**config.mk**
```make
export PLATFORM = sky130hd
export DESIGN_NAME = mc_control_unit
export DESIGN_NICKNAME = d
export VERILOG_FILES = /design/src/rtl/mc_control_unit.sv
export SDC_FILE = /design/constraint.sdc
export NUM_CORES = 1
export LEC_CHECK = 0
export BUFFER_PORTS_ARGS = -buffer_cell sky130_fd_sc_hd__buf_2
export CAP_MARGIN = 20
export CORE_MARGIN = 2
export CORE_UTILIZATION = 23
export CTS_CLUSTER_DIAMETER = 30
export DETAILED_ROUTE_END_ITERATION = 10
export PLACE_DENSITY = 0.51
export SLEW_MARGIN = 5
export SYNTH_ARGS = -nofsm -noshare
export SYNTH_HDL_FRONTEND = slang
export SYNTH_SLANG_ARGS = --single-unit
```
**constraint.sdc**
```tcl
create_clock -name clk -period 2.52 [get_ports clk]
set_clock_uncertainty 0.2 [all_clocks]
set_input_delay 0.504 -clock clk [delete_from_list [all_inputs] [get_ports clk]]
set_output_delay 0.504 -clock clk [all_outputs]
set_load 0.05 [all_outputs]
```
**src/rtl/mc_control_unit.sv**
```systemverilog
// Multicycle control unit: Moore main FSM plus ALU decoder for a 32-bit datapath.
// Define MC_CONTROL_SLT_EN to decode funct 101010 (SLT); without it SLT is illegal.
module mc_control_unit (
    input  logic       clk,
    input  logic       reset,
    input  logic [5:0] op,
    input  logic [5:0] funct,
    input  logic       zero,
    output logic [2:0] alu_control,
    output logic       alu_src_a,
    output logic [1:0] alu_src_b,
    output logic [1:0] pc_src,
    output logic       pc_en,
    output logic       i_or_d,
    output logic       ir_write,
    output logic       mem_write,
    output logic       reg_write,
    output logic       reg_dst,
    output logic       mem_to_reg,
    output logic       illegal,
    output logic [3:0] state
);

    typedef enum logic [3:0] {
        S_FETCH    = 4'd0,
        S_DECODE   = 4'd1,
        S_MEMADR   = 4'd2,
        S_MEMRD    = 4'd3,
        S_MEMWB    = 4'd4,
        S_MEMWR    = 4'd5,
        S_EXECUTE  = 4'd6,
        S_ALUWB    = 4'd7,
        S_BRANCH   = 4'd8,
        S_ADDIEXEC = 4'd9,
        S_ADDIWB   = 4'd10,
        S_JUMP     = 4'd11
    } state_e;

    typedef enum logic [1:0] {
        CLS_ADD   = 2'd0,
        CLS_SUB   = 2'd1,
        CLS_FUNCT = 2'd2
    } alu_class_e;

    localparam logic [5:0] OP_RTYPE = 6'b000000;
    localparam logic [5:0] OP_LW    = 6'b100011;
    localparam logic [5:0] OP_SW    = 6'b101011;
    localparam logic [5:0] OP_BEQ   = 6'b000100;
    localparam logic [5:0] OP_ADDI  = 6'b001000;
    localparam logic [5:0] OP_J     = 6'b000010;

    function automatic logic funct_supported(input logic [5:0] f);
        case (f)
            6'b100000, 6'b100010, 6'b100100, 6'b100101: funct_supported = 1'b1;
`ifdef MC_CONTROL_SLT_EN
            6'b101010: funct_supported = 1'b1;
`endif
            default: funct_supported = 1'b0;
        endcase
    endfunction

    function automatic logic op_supported(input logic [5:0] o);
        case (o)
            OP_LW, OP_SW, OP_RTYPE, OP_BEQ, OP_ADDI, OP_J: op_supported = 1'b1;
            default: op_supported = 1'b0;
        endcase
    endfunction

    state_e     state_q;
    state_e     state_d;
    alu_class_e alu_class_s;
    logic       pc_write_s;
    logic       branch_s;

    assign state = state_q;

    // State register with synchronous reset back to FETCH
    always_ff @(posedge clk) begin
        if (reset) begin
            state_q <= S_FETCH;
        end else begin
            state_q <= state_d;
        end
    end

    // Next-state logic
    always_comb begin
        state_d = S_FETCH;
        case (state_q)
            S_FETCH: state_d = S_DECODE;
            S_DECODE: begin
                case (op)
                    OP_LW, OP_SW: state_d = S_MEMADR;
                    OP_RTYPE:     state_d = S_EXECUTE;
                    OP_BEQ:       state_d = S_BRANCH;
                    OP_ADDI:      state_d = S_ADDIEXEC;
                    OP_J:         state_d = S_JUMP;
                    default:      state_d = S_FETCH;
                endcase
            end
            S_MEMADR: begin
                if (op == OP_SW) begin
                    state_d = S_MEMWR;
                end else begin
                    state_d = S_MEMRD;
                end
            end
            S_MEMRD:    state_d = S_MEMWB;
            S_EXECUTE: begin
                if (funct_supported(funct)) begin
                    state_d = S_ALUWB;
                end else begin
                    state_d = S_FETCH;
                end
            end
            S_ADDIEXEC: state_d = S_ADDIWB;
            default:    state_d = S_FETCH;
        endcase
    end

    // Moore outputs; everything is held inactive while reset is asserted
    always_comb begin
        alu_class_s = CLS_ADD;
        alu_src_a   = 1'b0;
        alu_src_b   = 2'b00;
        pc_src      = 2'b00;
        pc_write_s  = 1'b0;
        branch_s    = 1'b0;
        i_or_d      = 1'b0;
        ir_write    = 1'b0;
        mem_write   = 1'b0;
        reg_write   = 1'b0;
        reg_dst     = 1'b0;
        mem_to_reg  = 1'b0;
        illegal     = 1'b0;
        if (reset) begin
            alu_class_s = CLS_ADD;
        end else begin
            case (state_q)
                S_FETCH: begin
                    ir_write   = 1'b1;
                    pc_write_s = 1'b1;
                    alu_src_b  = 2'b01;
                end
                S_DECODE: begin
                    alu_src_b = 2'b11;
                    illegal   = ~op_supported(op);
                end
                S_MEMADR, S_ADDIEXEC: begin
                    alu_src_a = 1'b1;
                    alu_src_b = 2'b10;
                end
                S_MEMRD: i_or_d = 1'b1;
                S_MEMWB: begin
                    mem_to_reg = 1'b1;
                    reg_write  = 1'b1;
                end
                S_MEMWR: begin
                    i_or_d    = 1'b1;
                    mem_write = 1'b1;
                end
                S_EXECUTE: begin
                    alu_src_a   = 1'b1;
                    alu_class_s = CLS_FUNCT;
                    illegal     = ~funct_supported(funct);
                end
                S_ALUWB: begin
                    reg_dst   = 1'b1;
                    reg_write = 1'b1;
                end
                S_BRANCH: begin
                    alu_src_a   = 1'b1;
                    alu_class_s = CLS_SUB;
                    pc_src      = 2'b01;
                    branch_s    = 1'b1;
                end
                S_ADDIWB: reg_write = 1'b1;
                S_JUMP: begin
                    pc_src     = 2'b10;
                    pc_write_s = 1'b1;
                end
                default: alu_class_s = CLS_ADD;
            endcase
        end
        pc_en = pc_write_s | (branch_s & zero);
    end

    // ALU decoder; unsupported funct falls back to ADD
    always_comb begin
        alu_control = 3'b010;
        case (alu_class_s)
            CLS_SUB: alu_control = 3'b110;
            CLS_FUNCT: begin
                case (funct)
                    6'b100000: alu_control = 3'b010;
                    6'b100010: alu_control = 3'b110;
                    6'b100100: alu_control = 3'b000;
                    6'b100101: alu_control = 3'b001;
`ifdef MC_CONTROL_SLT_EN
                    6'b101010: alu_control = 3'b111;
`endif
                    default:   alu_control = 3'b010;
                endcase
            end
            default: alu_control = 3'b010;
        endcase
    end

endmodule

```
==> results.cfg, run 1 <==
[timing]
worst_hold_slack_ns = 0.380
setup_slack_ns = 0.0185
max_slew.worst_pin.slew_ns = 0.434
finalSetupViolCount = 0
drv_slew = 0
fmax_mhz = 400
slew_headroom_pct = 70.3
period_share_pct = 99.3
hold_viol = 0
layout_min_cycle_time_ns = 2.50
rsz0062_at_grt = yes

[synth]
synth_area_sq_um = 569
ys_top_cells_by_area = dfxtp_1 (14%), nor2_1 (11%), ha_1 (4.4%)
ys_seq_elements = 4
synth_top_area_cell = dfxtp_1
seq_area_frac_synth_pct = 14.1
netlist.area_leader.share_pct = 14.1
synth.distinct_cells = 39
synth_area_per_cell_sq_um = 6.62
mappedNetlistNets = 103
syn_inst = 86
yosys_warnings = 0

[power_and_ir_drop]
seqPwrFrac_pct = 26.6
irDropWorstVdd_uv = 186
p_sw_share_pct = 38.4
p_clk_share_pct = 32.7
pwr-share-comb_pct = 40.7
p_per_area_nw_per_um2 = 250
p_int_mw = 0.160
power_leakage_nw = 0.401
power_switching_mw = 0.0999

[hold_path]
hold_class = reg2reg

[cts]
clockBufferDepth = 2
clk_pin_slew_ns = 0.04
cts_tree = built
cts_buffers = 3
hold_buffers = 0
clk_latency_ns = 0.23
clock-sinks = 4
root_buffer = clkbuf_4
h-tree-depth = 1

[layout]
nNetsFinal = 148
n_antenna_cell = 0
layout_commonest_cell = buf_2
fillers = 247
final_cell_mix = buf_2 (30), nor2_1 (14), buf_4 (10), a21oi_1 (4)
final_core_util_pct = 43.1
drive_above_1_share_pct = 57.7
largest_reg_flops = 4
syn_to_final_growth_pct = 82.4

[die]
die_w_um = 53.8
die-height_um = 53.8
start_util_pct = 23.6
coreArea_sq_um = 2410
ioPinCount = 35
dieArea_sq_um = 2890
num_rows = 18

[critical_path]
worst-endpoint-arrival_ns = 1.80
crit_path_end_kind = output port
start_kind = flip-flop
crit_required_ns = 1.82
worstSetupPathType = reg2out
crit_fanout = 3

[route]
ant_nets = 0
wirelength_um = 1830
dr.pass1.iters = 4
avgRoutedWirePerCell_um = 11.4
vias_per_cell = 4.81
drtIter0Drc = 12
via_count = 770
drc = 0

[run]
maxCapViolCount = 0

[grt]
antenna_found_initial = 0
grt_pass1_wl_um = 3030
grt_max_degree = 15
grt_usage_pct = 14.1
grt_overflow_total = 0
grt_pass1_vias = 691

[outcome]
status = complete, no violations

[place]
place_hpwl_um = 1550
dp_slack_ns = 0.0146
portBuffers = 34
globalplace.congestion = 0.764
per-stage QoR:
step	area, sq um	power, mW	setup TNS, ns	cells
2_1_floorplan	717	0.139	-0.0314	86
4_1_cts	1000	0.263	0	159
6_report	1040	0.260	0	160
5_1_grt	1040	0.283	-0.0967	160
3_5_place_dp	955	0.174	0	154
3_3_place_gp	955	0.173	0	154
worst max-delay path: stages (launching register included):
cell      delay (ns)
dfxtp_4         0.34
nand2b_4        0.14
or2_4           0.24
nor2_4          0.16
ha_4            0.22
a211o_4         0.31
buf_8           0.15
metal layers:
metal	vias up	global-route usage (%)	part of all wire, %
met5	-	0	0
met4	0	3.85	0
met3	0	2.50	4.5
met2	20	23.4	50
met1	348	18.6	46
li1	402	-	-
worst paths after layout:
| kind | start | end | slack [ns] | cells after the start |
|---|---|---|---|---|
| worst max register to register | state[1]$_SDFF_PP0_ | state[2]$_SDFF_PP0_ | 1.06 | 4 |
| worst min register to register | state[0]$_SDFF_PP0_ | state[2]$_SDFF_PP0_ | 0.38 | 2 |
| worst min-delay path | state[0]$_SDFF_PP0_ | state[2]$_SDFF_PP0_ | 0.38 | 2 |
| worst max-delay path | state[3]$_SDFF_PP0_ | alu_control[1] | 0.02 | 6 |
Yosys cell counts:
library cell / n
and2_1: 1
nand2_1: 4
nor3b_2: 1
a31oi_1: 1
a21oi_1: 4
o21bai_1: 1
xnor2_1: 2
a41oi_1: 1
a21oi_2: 1
inv_2: 1
a22o_1: 1
buf_2: 1
clkbuf_1: 1
buf_1: 2
o21ai_1: 2
nand2b_1: 3
o2111ai_1: 1
or3_1: 1
nand3_1: 3
inv_1: 4
a211o_1: 2
a211oi_1: 2
dfxtp_1: 4
nor2b_1: 1
nor4_1: 4
nor3_1: 2
o211ai_1: 2
nand2b_2: 1
nor2_1: 17
o21ai_0: 3
nand3b_1: 1
mux2i_1: 1
a2111oi_0: 1
xor2_1: 1
ha_1: 2
a2bb2oi_1: 1
or2_1: 3
or4_4: 1
nor4b_1: 1
final cells by class:
type	count	area [sq um]	share of cell area, %
Tap cell	30	37.5	3.61
Multi-Input combinational cell	73	586	56.4
Inverter	5	22.5	2.17
Clock buffer	4	26.3	2.53
Sequential cell	4	92.6	8.92
Timing Repair Buffer	44	274	26.4
power by group through the flow:
| stage | logic (mW) | registers [mW] | clock network (mW) |
|---|---|---|---|
| final | 0.106 | 0.0692 | 0.0850 |
| after global routing | 0.114 | 0.0697 | 0.0986 |
| after CTS | 0.104 | 0.0692 | 0.0898 |
| after detailed placement | 0.104 | 0.0702 | 0 |
| after global placement | 0.103 | 0.0704 | 0 |
| after floorplan | 0.0637 | 0.0752 | 0 |
what timing repair did:
action / CTS / global route
pin swaps: 2 / 5
gates resized for setup: 6 / 7
setup buffers: 1 / 1
gates cloned: 0 / 0
setup endpoints to repair: 3 / 4
kinds of logic (layout without fill, tap and decap cells):
family                   after synthesis  in the layout  synth area share [%]
multiplexers                           1              1                  1.76
AO/OA/AOI/OAI                         23             23                  27.9
buffers and inverters                  9             53                  6.15
XOR/XNOR                               3              3                  4.62
flip-flops                             4              4                  14.1
adder cells (fa/ha/maj)                2              2                  4.39
AND/OR/NAND/NOR                       44             44                  41.1
(Power assumes the default switching activity.)
==> run 2: changes to the inputs <==
--- a/config.mk
+++ b/config.mk
@@ -12,6 +12,7 @@
 export CTS_CLUSTER_DIAMETER = 30
 export DETAILED_ROUTE_END_ITERATION = 10
 export PLACE_DENSITY = 0.51
+export SETUP_SLACK_MARGIN = 0.1
 export SLEW_MARGIN = 5
 export SYNTH_ARGS = -nofsm -noshare
 export SYNTH_HDL_FRONTEND = slang
==> results.cfg, run 2 (synthesized netlist as in run 1, its figures left out) <==
[timing]
final.setup.tns_ns = 0
setup_slack_ns = 0.0275
layout_min_cycle_time_ns = 2.49
drv_slew = 0
period_share_pct = 98.9
max_slew.worst_pin.slew_ns = 0.402
hold_viol = 0
slew_headroom_pct = 72.5
finalSetupViolCount = 0
fmax_mhz = 401
rsz0062_at_grt = yes

[run]
maxCapViolCount = 0

[place]
globalplace.congestion = 0.754
place_hpwl_um = 1480
portBuffers = 34
dp_slack_ns = 0.0261

[critical_path]
crit_fanout = 4
crit_path_end_kind = output port
critPathMaxStageDelay_ns = 0.34
path_delay_family = simple AND/OR/NAND/NOR gates
crit_slowest_cell = dfxtp_4
path_cells = nand2b_4, or2_4, nor2_4, ha_4, a211o_4, buf_8
start_kind = flip-flop
crit_buf_inv = 1
worstSetupPathType = reg2out
worst-endpoint-arrival_ns = 1.79
crit_required_ns = 1.82

[cts]
h-tree-depth = 1
hold_buffers = 0
cts_buffers = 3
clockBufferDepth = 2
clk_latency_ns = 0.23
root_buffer = clkbuf_4
cts_tree = built
clk_pin_slew_ns = 0.04
clock-sinks = 4

[grt]
antenna_found_initial = 0
grt_pass1_vias = 726
grt_overflow_total = 0
grt_usage_pct = 13.8
grt_pass1_wl_um = 2950
grt_max_degree = 15

[layout]
fillers = 244
drive_above_1_share_pct = 59.8
layout_commonest_cell = buf_2
n_antenna_cell = 0
syn_to_final_growth_pct = 93.2
largest_reg_flops = 4
nNetsFinal = 150
final_cell_mix = buf_2 (28), nor2_1 (13), buf_4 (11), a21oi_1 (4), buf_6 (4)

[route]
drc = 0
avgRoutedWirePerCell_um = 11.6
dr.pass1.iters = 4
ant_nets = 0
via_count = 788
wirelength_um = 1880
vias_per_cell = 4.86
drtIter0Drc = 9

[die]
die-height_um = 53.8
num_rows = 18
coreArea_sq_um = 2410
start_util_pct = 23.6
dieArea_sq_um = 2890
ioPinCount = 35
die_w_um = 53.8

[power_and_ir_drop]
power_leakage_nw = 0.422
irDropWorstVdd_uv = 213
p_per_area_nw_per_um2 = 241

[outcome]
status = complete, no violations

[hold_path]
hold_class = reg2reg
run 2: changes by cell type in the layout (fill, tap and decap cells not counted):
cell / change
buf_2: -2
buf_4: +1
buf_6: +1
buf_8: +2
nand2b_2: -1
nand2b_4: +1
nor2_1: -1
nor2_2: +1
nor4_2: -1
nor4_4: +1
nor4b_1: -1
nor4b_2: +1
run 2: final timing paths:
path | startpoint | endpoint | slack, ns | cells after the start
setup / recovery | state[3]$_SDFF_PP0_ | alu_control[1] | 0.03 | 6
hold / removal | state[0]$_SDFF_PP0_ | state[2]$_SDFF_PP0_ | 0.39 | 2
setup reg to reg | state[2]$_SDFF_PP0_ | state[2]$_SDFF_PP0_ | 1.02 | 4
hold reg to reg | state[0]$_SDFF_PP0_ | state[2]$_SDFF_PP0_ | 0.39 | 2
run 2: report_power, final:
part           total [mW]  internal, mW  leakage (nW)  switching (mW)
Sequential         0.0695        0.0633        0.0352         0.00624
Clock              0.0853        0.0594        0.0150          0.0259
Combinational       0.111        0.0405         0.372          0.0700
Total               0.265         0.163         0.422           0.102
run 2: repair_timing:
item	CTS	global route
gates resized for setup	10	9
setup buffers	3	2
pin swaps	3	4
setup endpoints to repair	4	4
run 2: worst register-to-register path: stages, from the launching register on:
cell and delay, ns:
dfxtp_4 0.35, buf_4 0.18, nor4_1 0.42, nand2_1 0.10, a31oi_1 0.16
run 2: final cells by class:
class	count	area, sq um	area share [%]
multi-input combinational	73	608	55.3
inverter	5	22.5	2.05
clock buffer	4	26.3	2.39
timing repair buffer	46	313	28.4
sequential	4	92.6	8.42
tap	30	37.5	3.41
run 2: per-layer routing:
layer	part of all wire (%)	global-route usage (%)	wire length (um)
met5	0	0	0
met4	0.69	5.13	13
met3	6.8	2.22	128
met2	52	24.6	967
met1	41	16.3	767
run 2: stage by stage:
stage,utilization [%],std cells,hold slack (ns),instance area [sq um],power [mW]
after floorplan,-,86,0.460,733,0.141
after global placement,39.7,153,0.391,956,0.174
after detailed placement,39.7,153,0.389,956,0.174
after CTS,43.2,160,0.395,1040,0.264
after global routing,45.6,162,0.405,1100,0.285
final,45.6,162,0.390,1100,0.265
